<file path="config.mk">
export PLATFORM = sky130hd
export DESIGN_NAME = midi_event_parser
export DESIGN_NICKNAME = d
export VERILOG_FILES = /design/src/rtl/midi_pkg.sv /design/src/rtl/midi_event_fifo.sv /design/src/rtl/midi_event_parser.sv
export SDC_FILE = /design/constraint.sdc
export NUM_CORES = 1
export LEC_CHECK = 0
export ABC_AREA = 1
export CORE_UTILIZATION = 48
export DETAILED_ROUTE_END_ITERATION = 10
export DONT_BUFFER_PORTS = 1
export GPL_TIMING_DRIVEN = 0
export REMOVE_ABC_BUFFERS = 1
export SETUP_SLACK_MARGIN = 0.5
export SLEW_MARGIN = 20
export SYNTH_ARGS = -nofsm -noshare
export SYNTH_HDL_FRONTEND = slang
export SYNTH_HIERARCHICAL = 1
export SYNTH_SLANG_ARGS = --single-unit
</file>
<file path="constraint.sdc">
create_clock -name clk -period 8.1 [get_ports clk]
set_input_delay 1.62 -clock clk [delete_from_list [all_inputs] [get_ports clk]]
set_output_delay 1.62 -clock clk [all_outputs]
set_load 0.01 [all_outputs]
</file>
<file path="src/rtl/midi_pkg.sv">
// Shared MIDI constants, parser state encoding and the decoded event record.
package midi_pkg;

    localparam logic [3:0] MIDI_NOTE_OFF = 4'h8;
    localparam logic [3:0] MIDI_NOTE_ON  = 4'h9;
    localparam logic [7:0] MIDI_RT_MIN   = 8'hF8;

    typedef enum logic [1:0] {
        IDLE,
        SKIP,
        KEY,
        VEL
    } parse_state_e;

    typedef struct packed {
        logic       note_on;
        logic [3:0] channel;
        logic [6:0] key;
        logic [6:0] velocity;
    } midi_event_t;

endpackage

</file>
<file path="src/rtl/midi_event_fifo.sv">
// First-word-fall-through event FIFO; head visible the cycle after its write.
// A push while full is accepted only when a pop happens in the same cycle.
module midi_event_fifo
    import midi_pkg::*;
#(
    parameter int DEPTH = 8
) (
    input  logic        clk,
    input  logic        rst_n,
    input  logic        push,
    input  midi_event_t push_dat,
    output logic        full,
    input  logic        pop,
    output midi_event_t pop_dat,
    output logic        empty
);

    localparam int AW = $clog2(DEPTH);

    midi_event_t   mem_q [DEPTH];
    logic [AW:0]   wr_q;
    logic [AW:0]   rd_q;
    logic          do_push;
    logic          do_pop;

    assign empty   = (wr_q == rd_q);
    assign full    = (wr_q[AW] != rd_q[AW]) && (wr_q[AW-1:0] == rd_q[AW-1:0]);
    assign do_pop  = pop && !empty;
    assign do_push = push && (!full || do_pop);
    assign pop_dat = mem_q[rd_q[AW-1:0]];

    always_ff @(posedge clk or negedge rst_n) begin
        if (!rst_n) begin
            wr_q <= '0;
            rd_q <= '0;
        end else begin
            if (do_push) wr_q <= wr_q + (AW+1)'(1);
            if (do_pop)  rd_q <= rd_q + (AW+1)'(1);
        end
    end

    // Storage needs no reset: entries are only observed behind the pointers.
    always_ff @(posedge clk) begin
        if (do_push) mem_q[wr_q[AW-1:0]] <= push_dat;
    end

endmodule

</file>
<file path="src/rtl/midi_event_parser.sv">
// MIDI Note On/Off parser with running status; event reaches the FIFO one edge after its velocity byte.
// Consumer stalls buffer up to FIFO_DEPTH events, further events are dropped and counted.
module midi_event_parser
    import midi_pkg::*;
#(
    parameter logic [15:0] CHANNEL_MASK = 16'h0200,
    parameter int          FIFO_DEPTH   = 8,
    parameter bit          NOTE_OFF_EN  = 1'b1
) (
    input  logic       clk,
    input  logic       rst_n,
    input  logic       din_valid,
    input  logic [7:0] din,
    output logic       evt_valid,
    input  logic       evt_ready,
    output logic       evt_note_on,
    output logic [3:0] evt_channel,
    output logic [6:0] evt_key,
    output logic [6:0] evt_velocity,
    output logic [7:0] drop_count
);

    parse_state_e state_q;
    logic         is_on_q;
    logic [3:0]   chan_q;
    logic [6:0]   key_q;
    midi_event_t  ev_q;
    logic         ev_vld_q;
    logic [7:0]   drop_q;

    logic         byte_vld;
    logic         is_note;
    logic         vel_on;
    logic         fifo_full;
    logic         fifo_empty;
    logic         pop;
    midi_event_t  head;

    // Real-time bytes are invisible to the parser.
    assign byte_vld = din_valid && (din < MIDI_RT_MIN);
    assign is_note  = (din[7:4] == MIDI_NOTE_ON) || (din[7:4] == MIDI_NOTE_OFF);
    assign vel_on   = is_on_q && (din[6:0] != 7'd0);

    always_ff @(posedge clk or negedge rst_n) begin
        if (!rst_n) begin
            state_q  <= IDLE;
            is_on_q  <= 1'b0;
            chan_q   <= '0;
            key_q    <= '0;
            ev_q     <= '0;
            ev_vld_q <= 1'b0;
        end else begin
            ev_vld_q <= 1'b0;
            if (byte_vld) begin
                if (din[7]) begin
                    if (din[7:4] == 4'hF) begin
                        state_q <= IDLE;
                    end else begin
                        is_on_q <= (din[7:4] == MIDI_NOTE_ON);
                        chan_q  <= din[3:0];
                        state_q <= (is_note && CHANNEL_MASK[din[3:0]]) ? KEY : SKIP;
                    end
                end else begin
                    case (state_q)
                        KEY: begin
                            key_q   <= din[6:0];
                            state_q <= VEL;
                        end
                        VEL: begin
                            state_q  <= KEY;
                            ev_q     <= '{note_on:  vel_on,
                                          channel:  chan_q,
                                          key:      key_q,
                                          velocity: vel_on ? din[6:0] : 7'd0};
                            ev_vld_q <= vel_on || NOTE_OFF_EN;
                        end
                        default: ;
                    endcase
                end
            end
        end
    end

    assign pop = evt_valid && evt_ready;

    always_ff @(posedge clk or negedge rst_n) begin
        if (!rst_n) begin
            drop_q <= '0;
        end else if (ev_vld_q && fifo_full && !pop && (drop_q != 8'hFF)) begin
            drop_q <= drop_q + 8'd1;
        end
    end

    midi_event_fifo #(
        .DEPTH (FIFO_DEPTH)
    ) u_fifo (
        .clk      (clk),
        .rst_n    (rst_n),
        .push     (ev_vld_q),
        .push_dat (ev_q),
        .full     (fifo_full),
        .pop      (pop),
        .pop_dat  (head),
        .empty    (fifo_empty)
    );

    assign evt_valid    = !fifo_empty;
    assign evt_note_on  = evt_valid ? head.note_on  : 1'b0;
    assign evt_channel  = evt_valid ? head.channel  : 4'd0;
    assign evt_key      = evt_valid ? head.key      : 7'd0;
    assign evt_velocity = evt_valid ? head.velocity : 7'd0;
    assign drop_count   = drop_q;

endmodule

</file>
* Yosys cells after proc, flatten, opt, wreduce, memory -nomap -nowiden *
Memories as Yosys holds them, arrays and structs flattened.
Index checks and enable logic that the tools add are counted.

operators by class
  $lt $le $gt $ge = 2
  reduce and logical (&&, ||, !) cells = 21
  bitwise gates (word level) = 2
  add/subtract/negate cells = 3
  equality and inequality tests = 9
  mux-type cells = 15

operators by type and width
  cell                                                         count
  two-way mux 7 bit                                            3
  == test 4 bit (second input constant)                        3
  logical AND 1 bit                                            10
  AND reduction 3 bit                                          3
  adder 4 x 1 -> 4 bit (second input constant)                 2
  adder 8 x 1 -> 8 bit (second input constant)                 1
  less-than comparator 8 bit (second input constant)           1
  != test 8 bit (second input constant)                        1
  two-way mux 1 bit                                            7
  nonzero test 7 bit                                           1
  two-way mux 2 bit                                            3
  less-than comparator 4 x 5 -> 1 bit (second input constant)  1
  == test 2 bit (second input constant)                        2
  == test 4 bit                                                1
  two-way mux 4 bit                                            1
  case mux 2 bit (2 select lines)                              1
  == test 3 bit                                                1
  logical NOT 1 bit                                            3
  nonzero test 3 bit                                           1
  logical OR 1 bit                                             2
  inverter 1 bit                                               2
  AND reduction 2 bit                                          1
  != test 1 bit                                                1

word-level totals
  ROM bits = 16
  bits in registers = 50
  memories kept = 2
  logic and storage cells = 66
  RAM bits = 152

memories
  name              words  width  read ports  clocked after memory_dff  write ports  line                     source
  u_fifo.mem_q      8      19     1           0                         1            midi_event_fifo.sv:20    midi_event_t mem_q [DEPTH];
  (name not given)  16     1      1           0                         0            midi_event_parser.sv:61  state_q <= (is_note && CHANNEL_MASK[din[3:0]]) ? KEY : SKIP;

* Longest topological paths before layout *
  depth after elaboration = 8
  depth in mapped cells = 15

* Modules after synthesis *
Netlist, hierarchy kept.

modules (own cells, without submodules)
  module             cells each  area an instance (µm²)  times used  sequential area each (µm²)
  midi_event_fifo    510         6416.2                  1           4764.6
  midi_event_parser  269         2031.9                  1           1051.0

* Worst setup path before layout *
Ideal clock, no wire load.

  path kind = input to register
  start point = in evt_ready
  end point = mem u_fifo/mem_q[4][0] (netlist name) (enable)
  data arrival time = 2.968 ns
  stages on the path = 6
  buffers on the path = 0
  library setup time = 0.395 ns
  path slack = 4.738 ns
  cells stage by stage = nand2_1 -> inv_1 -> inv_1 -> nand4_4 -> nand3_2 -> nor2_1

on the way
  cells in the longest elaborated chain, start to end = 6

RTL lines
  item                                     line                     source
  from (decl)                              midi_event_parser.sv:15  input logic evt_ready,
  logical AND 1 bit                        midi_event_parser.sv:84  assign pop = evt_valid && evt_ready;
  via pop                                  midi_event_parser.sv:36  logic pop;
  logical AND 1 bit                        midi_event_fifo.sv:28    assign do_pop = pop && !empty;
  logical OR 1 bit                         midi_event_fifo.sv:29    assign do_push = push && (!full || do_pop);
  logical AND 1 bit                        midi_event_fifo.sv:29
  two-way mux 1 bit                        midi_event_fifo.sv:44    if (do_push) mem_q[wr_q[AW-1:0]] <= push_dat;
  two-way mux 1 bit (not written as such)  midi_event_fifo.sv:44
  to (decl)                                midi_event_fifo.sv:20

The timed path passes the listed nets, and every way through them passes these cells.

* Final worst setup path *
  start point = reg u_fifo.rd_q[0]
  end point = out evt_key[4]

on the way
  cells in the longest elaborated chain, start to end = 2

RTL lines
  item                    line                      source
  from (decl)             midi_event_fifo.sv:22     logic [AW:0] rd_q;
  from (signal assigned)  midi_event_fifo.sv:38     if (do_pop) rd_q <= rd_q + (AW+1)'(1);
  == test 4 bit           midi_event_fifo.sv:26     assign empty = (wr_q == rd_q);
  via fifo_empty          midi_event_parser.sv:35   logic fifo_empty;
  two-way mux 7 bit       midi_event_parser.sv:110  assign evt_key = evt_valid ? head.key : 7'd0;
  to (decl)               midi_event_parser.sv:18   output logic [6:0] evt_key,

The timed path passes the listed nets, and every way through them passes these cells.

==> results_dict.tcl <==
set metrics [dict create \
    status "finished clean" \
    utilization_pct 54.1 \
    ys_warn_count 6 \
    critPathTopFamily "buffers and inverters" \
    cts_tree "done" \
    fin_crit_ns 4.87 \
    tightestPinTransition_ns 1.03 \
    power_density_nw_per_um2 340 \
    die_y_um 135 \
    drt_first_iter_violations 409 \
    ys.flop_type "edfxtp_1" \
    crit_type "reg2out" \
    cts.repair.resized 0 \
    vias 5504 \
    max_freq_mhz 205 \
    cts_root_buf "clkbuf_16" \
    htree_levels 1 \
    synth-edff-count 152 \
    wirelength_um 18700 \
    grt_max_degree 79 \
    worstSetupStartpointType "flop" \
    die_w_um 135 \
    nFillCells 1460 \
    final-seq-area_um2 5820 \
    grt_pass1_vias 5478 \
    maxCapViolCount 0 \
    rows 48 \
    ys_seq_area_share_pct 68.8 \
    portBuffers 0 \
    cpMaxStageDelayCell "inv_1" \
    cp_cell_sequence "buf_12 > inv_4 > nand2_1 > nand2_1 > nor2_4 > nand3_2 > inv_1 > nor2_1" \
    rsz0062_at_grt "no" \
    report.final.slew_viol_count 0 \
    die_area_um2 18100 \
    ys_types 30 \
    dpl_cell_area_um2 8650 \
    final-setup-viol-count 0 \
    core_area_um2 17200 \
    syn_area_um2 8450 \
    post_drt_wl_per_cell_um 18.6 \
    gp_congestion 0.784 \
    slowest_delay_ns 0.69 \
    synthCells 779 \
    dp_hpwl_um 10400 \
    drive_gt1_share_pct 7.67 \
    clock_sinks 202 \
    netlist.area_leader.share_pct 54.0 \
    yosys-top-cells-count "nand2_1, edfxtp_1, nor2_1" \
    fin_nets 782 \
    clock_path_buffers 3 \
    required_ns 6.48 \
    multi_input_area_um2 2320 \
    vias_per_cell 5.47 \
    grt_pass1_wl_um 29400 \
    post_cts_buffers 0 \
    cp_data_arrival_time_ns 3.25 \
    vdd_drop_max_mv 0.158 \
    gr-total-overflow 0 \
    period_share_pct 60.2 \
    worstHoldPathType "reg2reg" \
    ant_nets 0 \
    final_cell_area_um2 9320 \
    synth.most_common_cell "nand2_1" \
    cts_buffers 21 \
    ys_top_cells_by_area "edfxtp_1, dfrtp_1, nand2_1" \
    end_kind "primary output" \
    hold_buffers 0 \
    diodes 0 \
    relSlewSlack_pct 31.6 \
    postSynthAreaPerCell_um2 10.8 \
    clk_pin_slew_ns 0.06 \
    setup_tns_ns 0 \
    ios 40 \
    start_util_pct 49.0 \
    syn_to_final_growth_pct 10.3 \
    critical_path_buf_inv_count 3 \
    leakagePower_nw 3.69 \
    ys_async_sr_fraction_pct 24.8 \
    crit_path_frequent_cell "nand2_1" \
    ys_seq_elements 202 \
    drc 0 \
    fin_worst_skew_ns 0.0237 \
    grtUsageTotal_pct 21.5 \
    first_pass_iters 4 \
    synth_top_area_cell "edfxtp_1" \
    grt_antenna_before_repair 0 \
    hold_viol 0 \
    clk-insertion-delay-late_ns 0.51 \
    cp_max_fo 78 \
]
-- worst reg2reg max path, stage by stage (launching register included) --
cell and delay (ns):
dfrtp_4 0.61, buf_12 0.25, inv_4 0.61, nand2_1 0.15, nand2_1 0.14, nor2_4 0.06, nand3_2 0.12, inv_1 0.41
inv_1 0.28, nand2_1 0.11, inv_1 0.18, inv_1 0.10, nand4_4 0.14, nand3_2 0.20, nor2_4 0.66
-- cells by family (layout without fill, tap and decap cells) --
kind of cell / Yosys count / count (layout) / share of synthesized area (%)
and+or+nand+nor: 342 / 342 / 16.6
DFF: 202 / 202 / 68.8
AOI/OAI and AO/OA: 135 / 135 / 8.60
buffers and inverters: 86 / 89 / 4.31
xor gates and xnor gates: 11 / 11 / 1.23
adders and majority gates: 3 / 3 / 0.444
-- stage by stage --
step | std cells | hold WS [ns] | power [mW] | worst slack, ns
3_3_place_gp | 967 | 0.461 | 2.21 | 1.32
4_1_cts | 1007 | 0.478 | 3.19 | 3.18
2_1_floorplan | 742 | 0.442 | 1.98 | 3.38
5_1_grt | 1007 | 0.489 | 3.35 | 3.06
6_report | 1007 | 0.475 | 3.17 | 3.23
3_5_place_dp | 969 | 0.463 | 2.28 | 3.66
-- power by group --
| part | switching [mW] | internal (mW) |
|---|---|---|
| registers | 0.152 | 1.24 |
| logic | 0.599 | 0.259 |
| clock network | 0.381 | 0.535 |
-- path summary, 6_finish.rpt --
kind / slack (ns) / from / end / depth (start not counted)
setup / recovery: 3.23 / u_fifo/rd_q[0] / evt_key[4] / 8
hold / removal: 0.48 / key_q[4] / ev_q[11] / 2
setup reg to reg: 3.73 / u_fifo/rd_q[0] / u_fifo/mem_q[4][8] / 14
hold reg to reg: 0.48 / key_q[4] / ev_q[11] / 2
max in group asynchronous: 7.18 / rst_n / drop_count[0] / 0
min in group asynchronous: 0.80 / rst_n / ev_q[18] / 0
-- cell type report --
class                   count  share of cell area, %
clock inverters             6                  0.389
well taps                 225                   3.02
repair buffers              2                  0.430
multi-input cells         491                   24.9
flip-flops and latches    202                   62.5
inverters                  49                   2.03
clock buffers              32                   6.73
-- sequential cells by signal, summed over array words and instances, names as in the netlist --
name and flops:
u_fifo/mem_q 152, ev_q 19, drop_count 8, key_q 7, chan_q 4, u_fifo/rd_q 4
u_fifo/wr_q 4, state_q 2, ev_vld_q 1, is_on_q 1
-- cell usage in the layout (no fill, tap or decap), types with 4 or more instances in the layout --
cell       Yosys  routed
clkbuf_1      18       5
clkbuf_16      0      21
clkbuf_8       0       6
dfrtp_1       50      47
edfxtp_1     152     152
inv_1         46      45
nand2_1      187     187
nand3_1       17      17
nand4_1       10      10
nor2_1       116     109
nor2_4         1       8
o21ai_0       86      86
o21ai_1        7       7
o22ai_1       38      38
xnor2_1        6       6
xor2_1         4       4
-- per-layer routing --
metal  routed length (um)  track usage [%]
met1                 7840             26.5
met2                 9460             38.9
met3                 1040             3.45
met4                  333             6.30
met5                    0                0
Note: power is estimated with default switching activity, not from simulation.
